$ cat src/rtl/spi_pkg.sv
// spi_pkg: frame width, counter width and master state encoding shared by the SPI link
package spi_pkg;
   localparam int FRAME_BITS = 8;
   localparam int CNT_W = $clog2(FRAME_BITS);
   typedef enum logic [1:0] {IDLE, LOAD, SHIFT, DONE} spi_state_t;
endpackage

$ cat src/rtl/spi_slave.sv
// spi_slave: shift-register slave framed purely by the master's ss and its next value
module spi_slave
   import spi_pkg::*;
(
   input  logic                  sclk,
   input  logic                  rst,
   input  logic                  ss,
   input  logic                  ss_next,
   input  logic                  mosi,
   input  logic [FRAME_BITS-1:0] data_transfer,
   output logic                  miso,
   output logic [FRAME_BITS-1:0] slave_rx
);
   logic [FRAME_BITS-1:0] tx_q, tx_d, rx_q, rx_d, slave_rx_q, slave_rx_d;
   logic                  miso_q, miso_d;
   // ss falling loads the byte, ss held low shifts, ss rising commits the received byte
   always_comb begin
      tx_d       = tx_q;
      rx_d       = rx_q;
      slave_rx_d = slave_rx_q;
      miso_d     = 1'b0;
      if (ss && !ss_next) begin
         tx_d   = data_transfer;
         rx_d   = '0;
         miso_d = data_transfer[FRAME_BITS-1];
      end else if (!ss && !ss_next) begin
         rx_d   = {rx_q[FRAME_BITS-2:0], mosi};
         tx_d   = {tx_q[FRAME_BITS-2:0], 1'b0};
         miso_d = tx_q[FRAME_BITS-2];
      end else if (!ss && ss_next) begin
         slave_rx_d = rx_q;
      end
   end
   always_ff @(posedge sclk) begin
      if (rst) begin
         tx_q       <= '0;
         rx_q       <= '0;
         slave_rx_q <= '0;
         miso_q     <= 1'b0;
      end else begin
         tx_q       <= tx_d;
         rx_q       <= rx_d;
         slave_rx_q <= slave_rx_d;
         miso_q     <= miso_d;
      end
   end
   assign miso     = miso_q;
   assign slave_rx = slave_rx_q;
endmodule

$ cat src/rtl/spi_master_slave.sv
// spi_master_slave: 8-bit full-duplex SPI master with an attached slave, frames repeat back-to-back
module spi_master_slave
   import spi_pkg::*;
(
   input  logic                  sclk,
   input  logic                  rst,
   input  logic [FRAME_BITS-1:0] data_in,
   input  logic [FRAME_BITS-1:0] data_transfer,
   output logic [FRAME_BITS-1:0] data_out,
   output logic [FRAME_BITS-1:0] slave_rx,
   output logic                  ss,
   output logic                  mosi,
   output logic                  miso,
   output logic                  done
);
   spi_state_t            state_q, state_d;
   logic [CNT_W-1:0]      cnt_q, cnt_d;
   logic [FRAME_BITS-1:0] tx_q, tx_d, rx_q, rx_d, data_out_q, data_out_d;
   logic                  ss_q, ss_d, mosi_q, mosi_d, done_q, done_d;
   always_comb begin
      state_d    = state_q;
      cnt_d      = cnt_q;
      tx_d       = tx_q;
      rx_d       = rx_q;
      ss_d       = ss_q;
      mosi_d     = mosi_q;
      data_out_d = data_out_q;
      done_d     = 1'b0;
      case (state_q)
         IDLE: state_d = LOAD;
         LOAD: begin
            tx_d    = data_in;
            rx_d    = '0;
            ss_d    = 1'b0;
            mosi_d  = data_in[FRAME_BITS-1];
            cnt_d   = '0;
            state_d = SHIFT;
         end
         SHIFT: begin
            rx_d    = {rx_q[FRAME_BITS-2:0], miso};
            tx_d    = {tx_q[FRAME_BITS-2:0], 1'b0};
            mosi_d  = tx_q[FRAME_BITS-2];
            cnt_d   = cnt_q + 1'b1;
            state_d = (cnt_q == CNT_W'(FRAME_BITS - 1)) ? DONE : SHIFT;
         end
         DONE: begin
            ss_d       = 1'b1;
            mosi_d     = 1'b0;
            data_out_d = rx_q;
            done_d     = 1'b1;
            state_d    = LOAD;
         end
         default: state_d = IDLE;
      endcase
   end
   always_ff @(posedge sclk) begin
      if (rst) begin
         state_q    <= IDLE;
         cnt_q      <= '0;
         tx_q       <= '0;
         rx_q       <= '0;
         ss_q       <= 1'b1;
         mosi_q     <= 1'b0;
         data_out_q <= '0;
         done_q     <= 1'b0;
      end else begin
         state_q    <= state_d;
         cnt_q      <= cnt_d;
         tx_q       <= tx_d;
         rx_q       <= rx_d;
         ss_q       <= ss_d;
         mosi_q     <= mosi_d;
         data_out_q <= data_out_d;
         done_q     <= done_d;
      end
   end
   spi_slave u_slave (
      .sclk          (sclk),
      .rst           (rst),
      .ss            (ss_q),
      .ss_next       (ss_d),
      .mosi          (mosi_q),
      .data_transfer (data_transfer),
      .miso          (miso),
      .slave_rx      (slave_rx)
   );
   assign data_out = data_out_q;
   assign ss       = ss_q;
   assign mosi     = mosi_q;
   assign done     = done_q;
endmodule

$ cat config.mk
export PLATFORM = sky130hd
export DESIGN_NAME = spi_master_slave
export DESIGN_NICKNAME = d
export VERILOG_FILES = /design/src/rtl/spi_pkg.sv /design/src/rtl/spi_slave.sv /design/src/rtl/spi_master_slave.sv
export SDC_FILE = /design/constraint.sdc
export NUM_CORES = 1
export LEC_CHECK = 0
export BUFFER_PORTS_ARGS = -buffer_cell sky130_fd_sc_hd__buf_2
export CORE_AREA = 4 4 73 75
export CTS_CLUSTER_DIAMETER = 200
export DETAILED_ROUTE_END_ITERATION = 10
export DIE_AREA = 0 0 77 79
export HOLD_SLACK_MARGIN = 0.1
export PLACE_DENSITY = 0.68
export RECOVER_POWER = 25
export SLEW_MARGIN = 20
export SYNTH_ARGS = -nofsm -noshare
export SYNTH_HDL_FRONTEND = slang
export SYNTH_SLANG_ARGS = --single-unit
$ cat constraint.sdc
create_clock -name sclk -period 2.1 [get_ports sclk]
set_input_delay 0.525 -clock sclk [delete_from_list [all_inputs] [get_ports sclk]]
set_output_delay 0.525 -clock sclk [all_outputs]
set_load 0.01 [all_outputs]
==> impl_metrics.py, run 1 <==
metrics = {
    "power": {
        "pwr_density_cell_nw_per_um2": 1203,
        "p_leak_uw": 0.001006,
        "peakVddDrop_mv": 0.5567,
    },
    "clocking": {
        "post_cts_buffers": 0,
        "clkTransAtPathRegs_ns": 0.09,
        "postCtsHoldBufs": 0,
        "cts_root_buf": "clkbuf_8",
        "clock_path_buffers": 2,
        "tritoncts": "done",
        "clkLatencyLatePin_ns": 0.31,
        "cts-resized-gates": 0,
        "cts-buffers-inserted": 5,
        "cts.htree.levels": 2,
        "cts.sinks": 55,
    },
    "outcome": {
        "outcome": "completed",
    },
    "yosys": {
        "yosys_warnings": 0,
        "synthesis.nets": 243,
        "yosysUniqueCellTypes": 26,
        "syn_inst": 219,
        "ys_seq_elements": 55,
        "netlist_area_um2": 2155,
        "avgSynthCellArea_um2": 9.838,
        "ys_seq_area_share_pct": 51.10,
    },
    "critical_path": {
        "critPathLaunchType": "register",
        "worstPathRequired_ns": 2.33,
        "worstPathCellList": "clkbuf_1, mux2i_1, o22ai_1, nor3_1",
        "critical-path-max-stage-delay_ns": 0.57,
        "cp_data_arrival_time_ns": 1.87,
        "crit_type": "reg2reg",
        "crit_slowest_cell": "mux2i_1",
        "crit_path_end_kind": "register",
        "critPathMaxFanout": 9,
    },
    "finish": {
        "nFillCells": 447,
        "final_nets": 276,
        "fin_cells": 306,
        "stdcell_area_um2": 2446,
        "antenna_cells": 0,
        "drive_above_1_share_pct": 17.46,
        "syn_to_final_growth_pct": 13.53,
    },
    "global_route": {
        "grt_pass1_vias": 1488,
        "grt_max_degree": 56,
        "grt_overflow": 0,
        "use_met1_pct": 17.19,
        "grt-busiest-layer": "met2",
        "grt_use_met3_pct": 4.422,
        "grt_use_met2_pct": 21.34,
        "antenna_found_initial": 0,
        "grt_pass1_wl_mm": 6.679,
        "grt_usage_pct": 13.38,
    },
    "job": {
        "drv_cap": 0,
    },
    "timing": {
        "relSlewSlack_pct": 53.19,
        "setup_slack_ns": 0.4581,
        "clock.fmax_ghz": 0.6091,
        "final-setup-viol-count": 0,
        "setup_tns_ns": 0,
        "skew_ns": 0.008438,
        "max_slew.worst_pin.slew_ns": 0.7022,
        "fin_crit_ns": 1.642,
        "grt_setup_unrepaired": "no",
        "finalHoldViolCount": 0,
        "final-max-slew-violation-count": 0,
        "min_period_over_period_pct": 78.18,
    },
    "route": {
        "wirelength_mm": 4.006,
        "drc": 0,
        "wl_per_cell_um": 13.09,
        "drt_first_iter_violations": 88,
        "firstDrtPassIters": 4,
        "viasPerCell": 5.190,
        "dr_total_vias": 1588,
        "antenna_left": 0,
    },
    "floorplan": {
        "core_um2": 4661,
        "initial_core_util_pct": 46.23,
        "rows": 25,
        "die_x_um": 77,
        "die_h_um": 79,
        "die_area_um2": 6083,
        "io_pins": 38,
    },
    "placed_design": {
        "numPortBuffers": 37,
        "gp_congestion": 0.6904,
        "place_inst": 299,
        "place_ws_ns": 0.4680,
        "placed_cell_area_um2": 2371,
        "dp_hpwl_mm": 2.631,
    },
    "worst_hold_path": {
        "min_path_type": "in2reg",
    },
}
-- sequential cells by signal (all words and copies together), names as in the netlist --
name and flops:
cnt_q 3, data_out 8, done 1, mosi 1, rx_q 8, ss 1
state_q 2, tx_q 7, u_slave.miso 1, u_slave.rx_q 8, u_slave.slave_rx 8, u_slave.tx_q 7
-- final timing paths --
path	from	cells past startpoint	slack [ns]	end
setup reg to reg	state_q[0]	4	0.46	u_slave.tx_q[1]
hold reg to reg	cnt_q[1]	2	0.48	cnt_q[1]
hold / removal	data_transfer[7]	3	0.47	u_slave.miso
setup / recovery	state_q[0]	4	0.46	u_slave.tx_q[1]
-- cell usage in the layout (no fill, tap or decap), types with 4 or more instances in the layout --
| master | instances |
|---|---|
| nor3_1 | 7 |
| nand2b_1 | 13 |
| ha_1 | 6 |
| nand3_1 | 10 |
| nor2_1 | 39 |
| buf_2 | 31 |
| a211oi_1 | 7 |
| nand3b_1 | 4 |
| clkbuf_1 | 7 |
| mux2i_1 | 23 |
| clkbuf_8 | 5 |
| dfxtp_1 | 55 |
| a21oi_1 | 13 |
| o22ai_1 | 6 |
| a22oi_1 | 10 |
-- Yosys cell counts --
cell | instances | area share [%]
buf_4 | 1 | 0.35
nand2_1 | 1 | 0.17
a21oi_1 | 12 | 2.8
buf_6 | 2 | 1.0
buf_2 | 6 | 1.4
nor2b_1 | 3 | 0.87
a221oi_1 | 1 | 0.41
inv_1 | 2 | 0.35
nor2_1 | 39 | 6.8
nand3b_1 | 4 | 1.4
and3b_2 | 1 | 0.46
a211oi_1 | 7 | 2.4
a21oi_2 | 1 | 0.41
clkbuf_1 | 4 | 0.70
mux2_4 | 1 | 0.70
nand2b_1 | 13 | 3.8
nor3_1 | 7 | 1.6
o22ai_1 | 6 | 1.7
a22oi_1 | 10 | 3.5
mux2i_1 | 22 | 10
dfxtp_1 | 55 | 51
nand3_1 | 10 | 2.3
mux2i_4 | 1 | 1.0
ha_1 | 6 | 3.5
a21o_2 | 1 | 0.41
buf_1 | 3 | 0.52
-- where the power goes --
group          switching, uW  internal (uW)  leakage [uW]
clock network            330            349     0.0000502
logic                    564            410      0.000509
registers                104           1190      0.000447
-- logic make-up (layout without fill, tap and decap cells) --
family          Yosys count  count (layout)  synth area share [%]
simple gates             78              78                 17.42
flops                    55              55                 51.10
compound gates           38              38                 11.67
mux                      24              24                 11.96
buf+inv                  18              51                 4.355
fa+ha+maj                 6               6                 3.484
-- final cells by class --
cell class | count | area [um2] | share of cell area [%]
timing repair buffer | 42 | 224.0 | 9.156
sequential | 55 | 1101 | 45.01
inverter | 2 | 7.507 | 0.3069
clock buffer | 5 | 68.82 | 2.813
tap | 54 | 67.56 | 2.762
multi-input combinational | 146 | 939.7 | 38.41
clock inverter | 2 | 37.54 | 1.535
-- stage by stage --
stage	util [%]	power, uW	hold WS, ns
after global routing	52.48	3143	0.4604
final	52.48	2943	0.4683
after global placement	50.87	2320	0.4588
after floorplan	-	2160	0.4458
after detailed placement	50.87	2337	0.4675
after CTS	53.15	3024	0.4636
-- critical path: cells and delay by family (launching register included) --
family	cells	cell delay [ns]
AO/OA/AOI/OAI	1	0.14
flip-flops	1	0.33
buffers and inverters	1	0.33
AND/OR/NAND/NOR	1	0.19
multiplexers	1	0.57
-- routing by layer --
metal,routed length (um),up-vias
li1,-,827
met1,1961,723
met2,1777,33
met3,213,5
met4,54,0
met5,0,-
(Power assumes the default switching activity.)
==> run 2, diff against run 1 <==
Settings changed: PLACE_DENSITY 0.68 to 0.7.
Clock period 2.1 ns to 1.3 ns, I/O delays scaled along.
==> impl_metrics.py, run 2 (synthesis results as in run 1) <==
metrics = {
    "power": {
        "pwr_density_cell_nw_per_um2": 2004,
        "finalPower_uw": 5253,
        "p_leak_uw": 0.001103,
        "peakVddDrop_mv": 1.002,
    },
    "route": {
        "dr_total_vias": 1640,
        "wirelength_mm": 4.097,
        "firstDrtPassIters": 4,
        "wl_per_cell_um": 13.01,
        "viasPerCell": 5.206,
        "drt_first_iter_violations": 74,
        "antenna_left": 0,
        "drc": 0,
    },
    "finish": {
        "syn_to_final_growth_pct": 21.66,
        "mostFrequentLayoutCells": "dfxtp_1 (52), nor2_1 (39), buf_2 (37)",
        "stdcell_area_um2": 2621,
        "final_nets": 284,
        "fin_cells": 315,
        "drive_above_1_share_pct": 26.82,
        "layout_commonest_cell": "dfxtp_1",
        "antenna_cells": 0,
    },
    "job": {
        "drv_cap": 0,
    },
    "timing": {
        "setup_slack_ns": 0.05268,
        "final-max-slew-violation-count": 0,
        "finalHoldViolCount": 0,
        "fin_crit_ns": 1.247,
        "min_period_over_period_pct": 95.95,
        "worst_hold_slack_ns": 0.2726,
        "final-setup-viol-count": 0,
        "clock.fmax_ghz": 0.8017,
        "skew_ns": 0.008510,
        "max_slew.worst_pin.slew_ns": 0.2548,
        "relSlewSlack_pct": 82.65,
    },
    "worst_hold_path": {
        "worstHoldStart": "data_transfer[7]",
        "min_path_type": "in2reg",
    },
    "clocking": {
        "cts.sinks": 55,
        "cts-buffers-inserted": 5,
        "cts.htree.levels": 2,
        "postCtsHoldBufs": 0,
        "clock_path_buffers": 2,
        "tritoncts": "done",
        "cts_root_buf": "clkbuf_8",
        "clkLatencyLatePin_ns": 0.30,
        "clkTransAtPathRegs_ns": 0.09,
    },
    "floorplan": {
        "io_pins": 38,
        "initial_core_util_pct": 46.23,
        "rows": 25,
        "die_x_um": 77,
        "core_um2": 4661,
        "die_h_um": 79,
        "die_area_um2": 6083,
    },
    "placed_design": {
        "placed_cell_area_um2": 2447,
        "place_inst": 301,
        "dp_hpwl_mm": 2.628,
        "place_ws_ns": -0.01449,
        "gp_congestion": 0.7084,
        "numPortBuffers": 37,
    },
    "critical_path": {
        "worstPathRequired_ns": 1.53,
        "crit_start": "state_q[1]",
        "critPathLaunchType": "register",
        "crit_path_end_kind": "register",
        "crit_slowest_cell": "dfxtp_2",
        "crit_type": "reg2reg",
        "critPathMaxFanout": 10,
        "critical-path-max-stage-delay_ns": 0.38,
        "worstPathCellList": "inv_1, ha_4, buf_4, nand2b_1, a21oi_1",
        "regToRegStartpoint": "state_q[1]",
        "cp_data_arrival_time_ns": 1.48,
        "cp_num_buf_inv": 2,
        "cp_top_family": "flip-flops",
    },
    "global_route": {
        "grt_overflow": 0,
        "antenna_found_initial": 0,
        "grt_pass1_wl_mm": 6.458,
        "grt_usage_pct": 12.99,
        "grt_max_degree": 56,
        "grt_pass1_vias": 1491,
    },
    "outcome": {
        "outcome": "completed",
    },
}
-- run 2: per-stage QoR --
| stage | setup TNS [ns] | util, % |
|---|---|---|
| 2_1_floorplan | 0 | - |
| 3_3_place_gp | 0 | 52.51 |
| 3_5_place_dp | -0.02655 | 52.51 |
| 4_1_cts | 0 | 54.63 |
| 5_1_grt | -0.06257 | 56.24 |
| 6_report | 0 | 56.24 |
-- run 2: layout make-up --
cell class	instances	area, um2
tap	54	67.56
fill	414	2039
sequential	55	1107
clock buffer	7	86.33
inverter	2	7.507
clock inverter	1	8.758
multi-input combinational	146	994.7
timing repair buffer	50	349.1
-- run 2: timing repair --
| action | 4_1_cts | 5_1_grt |
|---|---|---|
| endpoints found under the setup margin | 6 | 22 |
| cloned | 0 | 0 |
| pin swaps | 1 | 1 |
| setup buffers | 0 | 6 |
| endpoints found under the hold margin | 0 | 0 |
| gates resized for setup | 2 | 3 |
-- run 2: worst paths after layout --
path                  endpoint  slack, ns  depth (start not counted)
setup / recovery       tx_q[0]       0.05                          5
hold / removal    u_slave.miso       0.27                          3
setup reg to reg       tx_q[0]       0.05                          5
hold reg to reg        rx_q[7]       0.47                          2
-- run 2: tightest hold or removal path: cells and delay by family --
family / cells / cell delay [ns]
buffers and inverters: 1 / 0.09
AOI/OAI and AO/OA: 1 / 0.06
and+or+nand+nor: 1 / 0.07
-- run 2: per-layer routing --
layer,vias up,GRT usage [%],share of wire [%]
met2,29,22.13,47
met4,0,4.270,1.2
li1,841,-,-
met1,765,15.62,48
met3,5,4.082,4.7
met5,-,0,0
-- run 2: power by group --
| part | switching (uW) | internal (uW) | total, uW |
|---|---|---|---|
| clock network | 522 | 437 | 960 |
| logic | 1070 | 1110 | 2180 |
| registers | 182 | 1930 | 2110 |
